==> src/rtl/correlator_defs.sv <==
// Shared command-path constants and types for the correlator host link.
package correlator_defs;

    localparam logic [7:0]  SYNC_BYTE       = 8'hA5;
    localparam logic [7:0]  OP_SET_INTEG    = 8'h01;
    localparam logic [7:0]  OP_SET_DELAY    = 8'h02;
    localparam logic [7:0]  OP_START        = 8'h03;
    localparam logic [7:0]  OP_STOP         = 8'h04;
    localparam logic [15:0] INTEG_LEN_RESET = 16'd1000;
    localparam int          FRAME_LEN       = 5;

    // Byte receiver states
    //  state    | meaning
    //  RX_IDLE  | line idle, waiting for a high-to-low transition
    //  RX_START | timing to the middle of the start bit to reject glitches
    //  RX_DATA  | sampling 8 data bits, LSB first, one bit period apart
    //  RX_STOP  | sampling the stop bit; high = good byte, low = framing error
    typedef enum logic [1:0] {
        RX_IDLE,
        RX_START,
        RX_DATA,
        RX_STOP
    } rx_state_t;

    // Frame parser states
    //  state  | meaning
    //  P_SYNC | hunting for SYNC_BYTE; anything else is dropped silently
    //  P_BODY | collecting OP, D1, D0 and CHK (byte index 1..FRAME_LEN-1)
    typedef enum logic {
        P_SYNC,
        P_BODY
    } parse_state_t;

    // Frame check byte: XOR of the three payload bytes.
    function automatic logic [7:0] frame_chk(input logic [7:0] op,
                                             input logic [7:0] d1,
                                             input logic [7:0] d0);
        return op ^ d1 ^ d0;
    endfunction

endpackage

==> src/rtl/uart_rx_byte.sv <==
// 8N1 UART byte receiver: 2-flop synchroniser, mid-bit sampling, byte FSM.
// Reusable by any host-side receiver; it knows nothing about command frames.
module uart_rx_byte
    import correlator_defs::*;
#(
    parameter int CLKS_PER_BIT = 217
) (
    input  logic       clki,
    input  logic       rst_n,
    input  logic       rx_i,
    output logic       byte_valid_o,
    output logic [7:0] byte_data_o,
    output logic       frame_err_o
);

    localparam int CNT_W = (CLKS_PER_BIT > 2) ? $clog2(CLKS_PER_BIT) : 1;
    localparam logic [CNT_W-1:0] HALF_LOAD = CNT_W'(CLKS_PER_BIT / 2 - 1);
    localparam logic [CNT_W-1:0] FULL_LOAD = CNT_W'(CLKS_PER_BIT - 1);

    logic             rx_meta_q;
    logic             rx_sync_q;
    logic             rx_prev_q;
    rx_state_t        state_q;
    logic [CNT_W-1:0] cnt_q;
    logic [2:0]       bit_idx_q;
    logic [7:0]       shift_q;
    logic             byte_valid_q;
    logic [7:0]       byte_data_q;
    logic             frame_err_q;

    // Bring the asynchronous line into the clki domain; idle level is high.
    always_ff @(posedge clki or negedge rst_n) begin
        if (!rst_n) begin
            rx_meta_q <= 1'b1;
            rx_sync_q <= 1'b1;
        end else begin
            rx_meta_q <= rx_i;
            rx_sync_q <= rx_meta_q;
        end
    end

    // Byte FSM with down-counter bit timing. A new start is only armed by a
    // falling edge, so after a low stop bit the line must return high first.
    always_ff @(posedge clki or negedge rst_n) begin
        if (!rst_n) begin
            state_q      <= RX_IDLE;
            cnt_q        <= '0;
            bit_idx_q    <= 3'd0;
            shift_q      <= 8'h00;
            rx_prev_q    <= 1'b1;
            byte_valid_q <= 1'b0;
            byte_data_q  <= 8'h00;
            frame_err_q  <= 1'b0;
        end else begin
            rx_prev_q    <= rx_sync_q;
            byte_valid_q <= 1'b0;
            frame_err_q  <= 1'b0;
            case (state_q)
                RX_IDLE: begin
                    if (rx_prev_q && !rx_sync_q) begin
                        state_q <= RX_START;
                        cnt_q   <= HALF_LOAD;
                    end
                end
                RX_START: begin
                    if (cnt_q == '0) begin
                        if (rx_sync_q) begin
                            state_q <= RX_IDLE;
                        end else begin
                            state_q   <= RX_DATA;
                            cnt_q     <= FULL_LOAD;
                            bit_idx_q <= 3'd0;
                        end
                    end else begin
                        cnt_q <= cnt_q - 1'b1;
                    end
                end
                RX_DATA: begin
                    if (cnt_q == '0) begin
                        shift_q <= {rx_sync_q, shift_q[7:1]};
                        cnt_q   <= FULL_LOAD;
                        if (bit_idx_q == 3'd7) begin
                            state_q <= RX_STOP;
                        end else begin
                            bit_idx_q <= bit_idx_q + 3'd1;
                        end
                    end else begin
                        cnt_q <= cnt_q - 1'b1;
                    end
                end
                RX_STOP: begin
                    if (cnt_q == '0) begin
                        if (rx_sync_q) begin
                            byte_valid_q <= 1'b1;
                            byte_data_q  <= shift_q;
                        end else begin
                            frame_err_q <= 1'b1;
                        end
                        state_q <= RX_IDLE;
                    end else begin
                        cnt_q <= cnt_q - 1'b1;
                    end
                end
                default: state_q <= RX_IDLE;
            endcase
        end
    end

    assign byte_valid_o = byte_valid_q;
    assign byte_data_o  = byte_data_q;
    assign frame_err_o  = frame_err_q;

endmodule

==> src/rtl/uart_cmd_rx.sv <==
// Receive end of the correlator host UART link: frame parser, inter-byte
// timeout and the correlator control registers it drives.
module uart_cmd_rx
    import correlator_defs::*;
#(
    parameter int CLK_FREQUENCY = 50000000,
    parameter int BAUD_RATE     = 230400,
    parameter int NUM_INPUTS    = 14,
    parameter int MAX_DELAY     = 1,
    parameter int TIMEOUT_BITS  = 20
) (
    input  logic        clki,
    input  logic        rst_n,
    input  logic        RX,
    output logic [15:0] integ_len,
    output logic        run,
    output logic        delay_wr,
    output logic [3:0]  delay_idx,
    output logic [7:0]  delay_val,
    output logic        cmd_ok,
    output logic        cmd_err
);

    localparam int CLKS_PER_BIT = CLK_FREQUENCY / BAUD_RATE;
    localparam int TO_CYCLES    = TIMEOUT_BITS * CLKS_PER_BIT;
    localparam int TO_W         = (TO_CYCLES > 2) ? $clog2(TO_CYCLES) : 1;
    localparam logic [TO_W-1:0] TO_LOAD  = TO_W'(TO_CYCLES - 1);
    localparam logic [2:0]      LAST_IDX = 3'(FRAME_LEN - 1);
    localparam logic [7:0]      NUM_IN_B = 8'(NUM_INPUTS);
    localparam logic [7:0]      MAX_DL_B = 8'(MAX_DELAY);

    logic       byte_valid;
    logic [7:0] byte_data;
    logic       frame_err;

    uart_rx_byte #(
        .CLKS_PER_BIT (CLKS_PER_BIT)
    ) u_rx_byte (
        .clki         (clki),
        .rst_n        (rst_n),
        .rx_i         (RX),
        .byte_valid_o (byte_valid),
        .byte_data_o  (byte_data),
        .frame_err_o  (frame_err)
    );

    parse_state_t    pstate_q;
    logic [2:0]      byte_cnt_q;
    logic [7:0]      op_q;
    logic [7:0]      d1_q;
    logic [7:0]      d0_q;
    logic [TO_W-1:0] to_cnt_q;
    logic            timeout_hit;
    logic [15:0]     integ_len_q;
    logic            run_q;
    logic            delay_wr_q;
    logic [3:0]      delay_idx_q;
    logic [7:0]      delay_val_q;
    logic            cmd_ok_q;
    logic            cmd_err_q;

    // Inter-byte idle timer: reloads on every byte and while hunting for sync.
    always_ff @(posedge clki or negedge rst_n) begin
        if (!rst_n) begin
            to_cnt_q <= TO_LOAD;
        end else if (byte_valid || (pstate_q == P_SYNC)) begin
            to_cnt_q <= TO_LOAD;
        end else if (to_cnt_q != '0) begin
            to_cnt_q <= to_cnt_q - 1'b1;
        end
    end

    assign timeout_hit = (pstate_q != P_SYNC) && (to_cnt_q == '0);

    // Frame parser and control registers; a frame only takes effect once its
    // check byte is good, so rejected frames leave every register untouched.
    always_ff @(posedge clki or negedge rst_n) begin
        if (!rst_n) begin
            pstate_q    <= P_SYNC;
            byte_cnt_q  <= 3'd0;
            op_q        <= 8'h00;
            d1_q        <= 8'h00;
            d0_q        <= 8'h00;
            integ_len_q <= INTEG_LEN_RESET;
            run_q       <= 1'b0;
            delay_wr_q  <= 1'b0;
            delay_idx_q <= 4'd0;
            delay_val_q <= 8'h00;
            cmd_ok_q    <= 1'b0;
            cmd_err_q   <= 1'b0;
        end else begin
            delay_wr_q <= 1'b0;
            cmd_ok_q   <= 1'b0;
            cmd_err_q  <= 1'b0;
            if (frame_err) begin
                cmd_err_q <= 1'b1;
                pstate_q  <= P_SYNC;
            end else if (byte_valid) begin
                if (pstate_q == P_SYNC) begin
                    if (byte_data == SYNC_BYTE) begin
                        pstate_q   <= P_BODY;
                        byte_cnt_q <= 3'd1;
                    end
                end else begin
                    case (byte_cnt_q)
                        3'd1:    op_q <= byte_data;
                        3'd2:    d1_q <= byte_data;
                        3'd3:    d0_q <= byte_data;
                        default: ;
                    endcase
                    if (byte_cnt_q == LAST_IDX) begin
                        pstate_q <= P_SYNC;
                        if (byte_data != frame_chk(op_q, d1_q, d0_q)) begin
                            cmd_err_q <= 1'b1;
                        end else begin
                            case (op_q)
                                OP_SET_INTEG: begin
                                    if ({d1_q, d0_q} == 16'd0) begin
                                        cmd_err_q <= 1'b1;
                                    end else begin
                                        integ_len_q <= {d1_q, d0_q};
                                        cmd_ok_q    <= 1'b1;
                                    end
                                end
                                OP_SET_DELAY: begin
                                    if ((d1_q < NUM_IN_B) && (d0_q <= MAX_DL_B)) begin
                                        delay_idx_q <= d1_q[3:0];
                                        delay_val_q <= d0_q;
                                        delay_wr_q  <= 1'b1;
                                        cmd_ok_q    <= 1'b1;
                                    end else begin
                                        cmd_err_q <= 1'b1;
                                    end
                                end
                                OP_START: begin
                                    run_q    <= 1'b1;
                                    cmd_ok_q <= 1'b1;
                                end
                                OP_STOP: begin
                                    run_q    <= 1'b0;
                                    cmd_ok_q <= 1'b1;
                                end
                                default: cmd_err_q <= 1'b1;
                            endcase
                        end
                    end else begin
                        byte_cnt_q <= byte_cnt_q + 3'd1;
                    end
                end
            end else if (timeout_hit) begin
                pstate_q <= P_SYNC;
            end
        end
    end

    assign integ_len = integ_len_q;
    assign run       = run_q;
    assign delay_wr  = delay_wr_q;
    assign delay_idx = delay_idx_q;
    assign delay_val = delay_val_q;
    assign cmd_ok    = cmd_ok_q;
    assign cmd_err   = cmd_err_q;

endmodule

==> config.mk <==
export PLATFORM = sky130hd
export DESIGN_NAME = uart_cmd_rx
export DESIGN_NICKNAME = d
export VERILOG_FILES = /design/src/rtl/correlator_defs.sv /design/src/rtl/uart_rx_byte.sv /design/src/rtl/uart_cmd_rx.sv
export SDC_FILE = /design/constraint.sdc
export NUM_CORES = 1
export LEC_CHECK = 0
export CAP_MARGIN = 20
export CORE_MARGIN = 5
export CORE_UTILIZATION = 53
export DETAILED_ROUTE_END_ITERATION = 10
export PLACE_DENSITY = 0.84
export SYNTH_ARGS = -nofsm -noshare
export SYNTH_HDL_FRONTEND = slang
export SYNTH_SLANG_ARGS = --single-unit
export TNS_END_PERCENT = 50
==> constraint.sdc <==
create_clock -name clki -period 2.1 [get_ports clki]
set_input_delay 0.42 -clock clki [delete_from_list [all_inputs] [get_ports clki]]
set_output_delay 0.42 -clock clki [all_outputs]
set_load 0.03 [all_outputs]
==> run summary, run 1 <==
drt first pass iters: 4
Critical-path top delay cell: dfrtp_2
headroom to the max-slew limit: 0.652
worst reg2reg startpoint: d1_q[2]
hold_ws: 11.5 ps
CP startpoint kind: register
Area growth, synth to finish: 20.7%
CORE AREA: 9330 sq um
peak supply drop: 1030 uV
Placer Congestion: 0.926
endpoint class of the critical path: register
CTS max path bufs: 2
setup ws final: -72.2 ps
register bit total from synthesis: 107
Synth Net Count: 428
I/O Buffers: 34
HPWL after DPL: 7.50 mm
number of H-tree levels: 3
hold-fix buffers at CTS: 0
Clk Latency, worst-skew pair: 370 ps
Crit path required time: 2370 ps
Vias/cell: 5.57
synthesized cell area: 5100 sq um
power share of the sequential group: 0.483
R2R Path End: delay_val[0]
crit-path cells: xor2_1 -> xnor2_1 -> nor4_4 -> buf_4 -> nand4_1 -> buf_6 -> mux2_2
Final Hold Vio Count: 0
Die Ht: 108 um
final slew viol count: 0
Finish-stage setup viols: 15
Num CTS Buffers: 9
Sw Ratio: 0.309
Starting Density: 0.547
Ports: 35
Syn Area/Cell: 12.4 sq um
Max Clk Rate: 0.460 GHz
NetSw: 1.47 mW
Synth Flop Type: dfrtp_1
final antenna-violating net count: 0
worst hold path class: in2async
actual slew at the worst max-slew pin: 521 ps
clock-pin slew on the worst setup and hold paths: 100 ps
Worst EP arrival: 2440 ps
post-DR wirelength/cell: 16.7 um
r2r setup slk: -70 ps
Async SR Flop Fraction: 1.00
CTS Sinks: 107
vias in the first global route: 3534
status: finished, violations left
Combinational Power Share: 0.242
Power Density: 775 nW/um^2
total grt overflow: 0
Max-Cap Viols: 0
EDFF count, synth: 0
die area: 11700 sq um
Synth Warn #: 0
Starting DRT DRC Count: 187
Cells after Synth: 411
CTS tree: done
failing checks: setup timing
Routed WL: 10.4 mm
layout cells sized above 1: 0.331
via count: 3466
n_diodes: 0
GRT Overall Usage: 0.191
Seq/Total Area, Yosys: 0.529
maximum fanout along the worst path: 12
cell-internal power: 3.30 mW
RSZ-0062 raised after global routing: true
initial antenna violation count: 0
Clk pwr share: 0.276
Util after Layout: 0.660
leakage power: 2.87 nW
Crit path largest cell delay: 480 ps
Final nets: 505
Final Critical Period: 2170 ps
fin crit share: 1.03
Reg2Reg Depth: 7
largest net degree at the start of global routing: 40
global-route wire length before repair: 17.5 mm
clk_skew: 10.2 ps
Synth cell types: 67
FP Rows: 35
critical path type: reg2reg
Final Power: 4.77 mW
CTS Root Cell: clkbuf_8
die width: 108 um
dpl ws: -44.2 ps
DR DRC count: 0
[synth_stat cells (2+ instances only)]
cell	count	area (sq um)
or3_1	2	12.5
nand3_1	9	45.0
dfstp_2	16	420
mux2_4	10	150
nor4_1	3	18.8
o31ai_1	6	45.0
a31oi_1	2	12.5
nor2b_1	3	18.8
o21a_1	2	15.0
mux2_2	51	574
o22a_1	2	17.5
nand2_1	23	86.3
a21o_1	2	15.0
xnor2_1	20	175
buf_6	2	22.5
xor2_1	10	87.6
a31o_2	2	17.5
or2_2	2	12.5
nor3_1	9	45.0
inv_1	18	67.6
or3_4	2	22.5
or4_1	2	15.0
a211oi_1	3	22.5
buf_2	2	10.0
a21oi_1	14	70.1
o211ai_1	2	15.0
nor4b_1	2	17.5
nor4bb_1	2	20.0
and2_1	8	50.1
clkbuf_1	4	15.0
ha_1	14	175
nand2b_1	6	37.5
dfrtp_1	91	2280
nor2_1	16	60.1
o21ai_0	17	85.1
[per-layer routing]
metal | up-vias | global-route usage | routed length (um)
li1 | 1624 | - | -
met1 | 1753 | 0.269 | 4790
met2 | 78 | 0.302 | 4980
met3 | 11 | 0.0406 | 495
met4 | 0 | 0.0532 | 136
met5 | - | 0 | 0
[kinds of logic after synthesis]
group                    after synthesis  synth area share
AO/OA/AOI/OAI                         67            0.0947
flip-flops                           107             0.529
XOR/XNOR                              30            0.0515
AND/OR/NAND/NOR                      104             0.120
multiplexers                          62             0.144
adder cells (fa/ha/maj)               14            0.0344
buffers and inverters                 27            0.0265
[power groups by stage]
stage                     Combinational (mW)  Sequential [mW]  Clock [mW]
after floorplan                        0.828             2.31           0
after global placement                  1.09             2.33           0
after detailed placement                1.14             2.34           0
after CTS                               1.14             2.30        1.34
after global routing                    1.29             2.33        1.43
final                                   1.15             2.30        1.31
[sequential cells by signal (all words and copies together) (netlist names), 3 cells and up, named ones only]
register / cells
byte_cnt_q: 3
d0_q: 8
d1_q: 8
delay_idx: 4
delay_val: 8
integ_len: 16
op_q: 8
to_cnt_q: 13
u_rx_byte.bit_idx_q: 3
u_rx_byte.byte_data_o: 8
u_rx_byte.cnt_q: 8
u_rx_byte.shift_q: 8
[critical path, delay by kind of cell (launching register included)]
family / cells / cell delay [ps]
xor+xnor: 2 / 400
mux: 1 / 260
simple gates: 2 / 540
buf+inv: 2 / 400
flops: 1 / 480
[timing repair]
| action | CTS | global route |
|---|---|---|
| gates resized for setup | 7 | 12 |
| endpoints found under the setup margin | 8 | 51 |
| hold endpoints to repair | 0 | 0 |
| pin swaps | 1 | 4 |
| gates cloned | 0 | 0 |
| setup buffers | 0 | 1 |
[metrics by stage]
stage	setup TNS, ps	instances	area, sq um
floorplan	0	411	5100
global placement	0	605	5870
detailed placement	-201	605	5870
CTS	0	621	6110
global route	-1240	622	6150
finish	-457	622	6150
[worst max path at each step]
stage | slack [ps] | endpoint | from
2_1_floorplan | 40 | u_rx_byte.shift_q[0] | u_rx_byte.cnt_q[0]
4_1_cts | 3 | delay_idx[1] | d0_q[1]
3_5_place_dp | -40 | delay_idx[2] | d0_q[1]
6_report | -70 | delay_val[0] | d1_q[2]
5_1_grt | -110 | delay_idx[2] | d0_q[2]
3_3_place_gp | 7 | delay_idx[1] | d0_q[2]
[layout by cell type, fill, tap and decap left out, types with 6 or more instances in the layout]
master / instances
o31ai_1: 6
nand3_1: 9
nand2_1: 22
xnor2_1: 19
clkdlybuf4s50_1: 33
buf_4: 37
nor2_1: 16
mux2_4: 14
and2_1: 7
a21oi_1: 13
mux2_2: 47
nor3_1: 9
xor2_1: 10
o21ai_0: 15
inv_1: 18
nand2b_1: 6
ha_1: 14
dfstp_2: 16
dfrtp_1: 89
clkbuf_8: 10
[area by class of cell]
type	count	area, sq um
clock buffer	10	138
clock inverter	6	71.3
fill	681	3170
inverter	18	67.6
multi-input combinational	277	2320
sequential	107	2700
tap	129	161
timing repair buffer	75	691
Power figures use the tool's default switching activity.
==> run 2: changes to the inputs <==
CAP_MARGIN = default   (was 20)
==> results of run 2 <==
Final layout, timing and power as in run 1 (identical DEF).
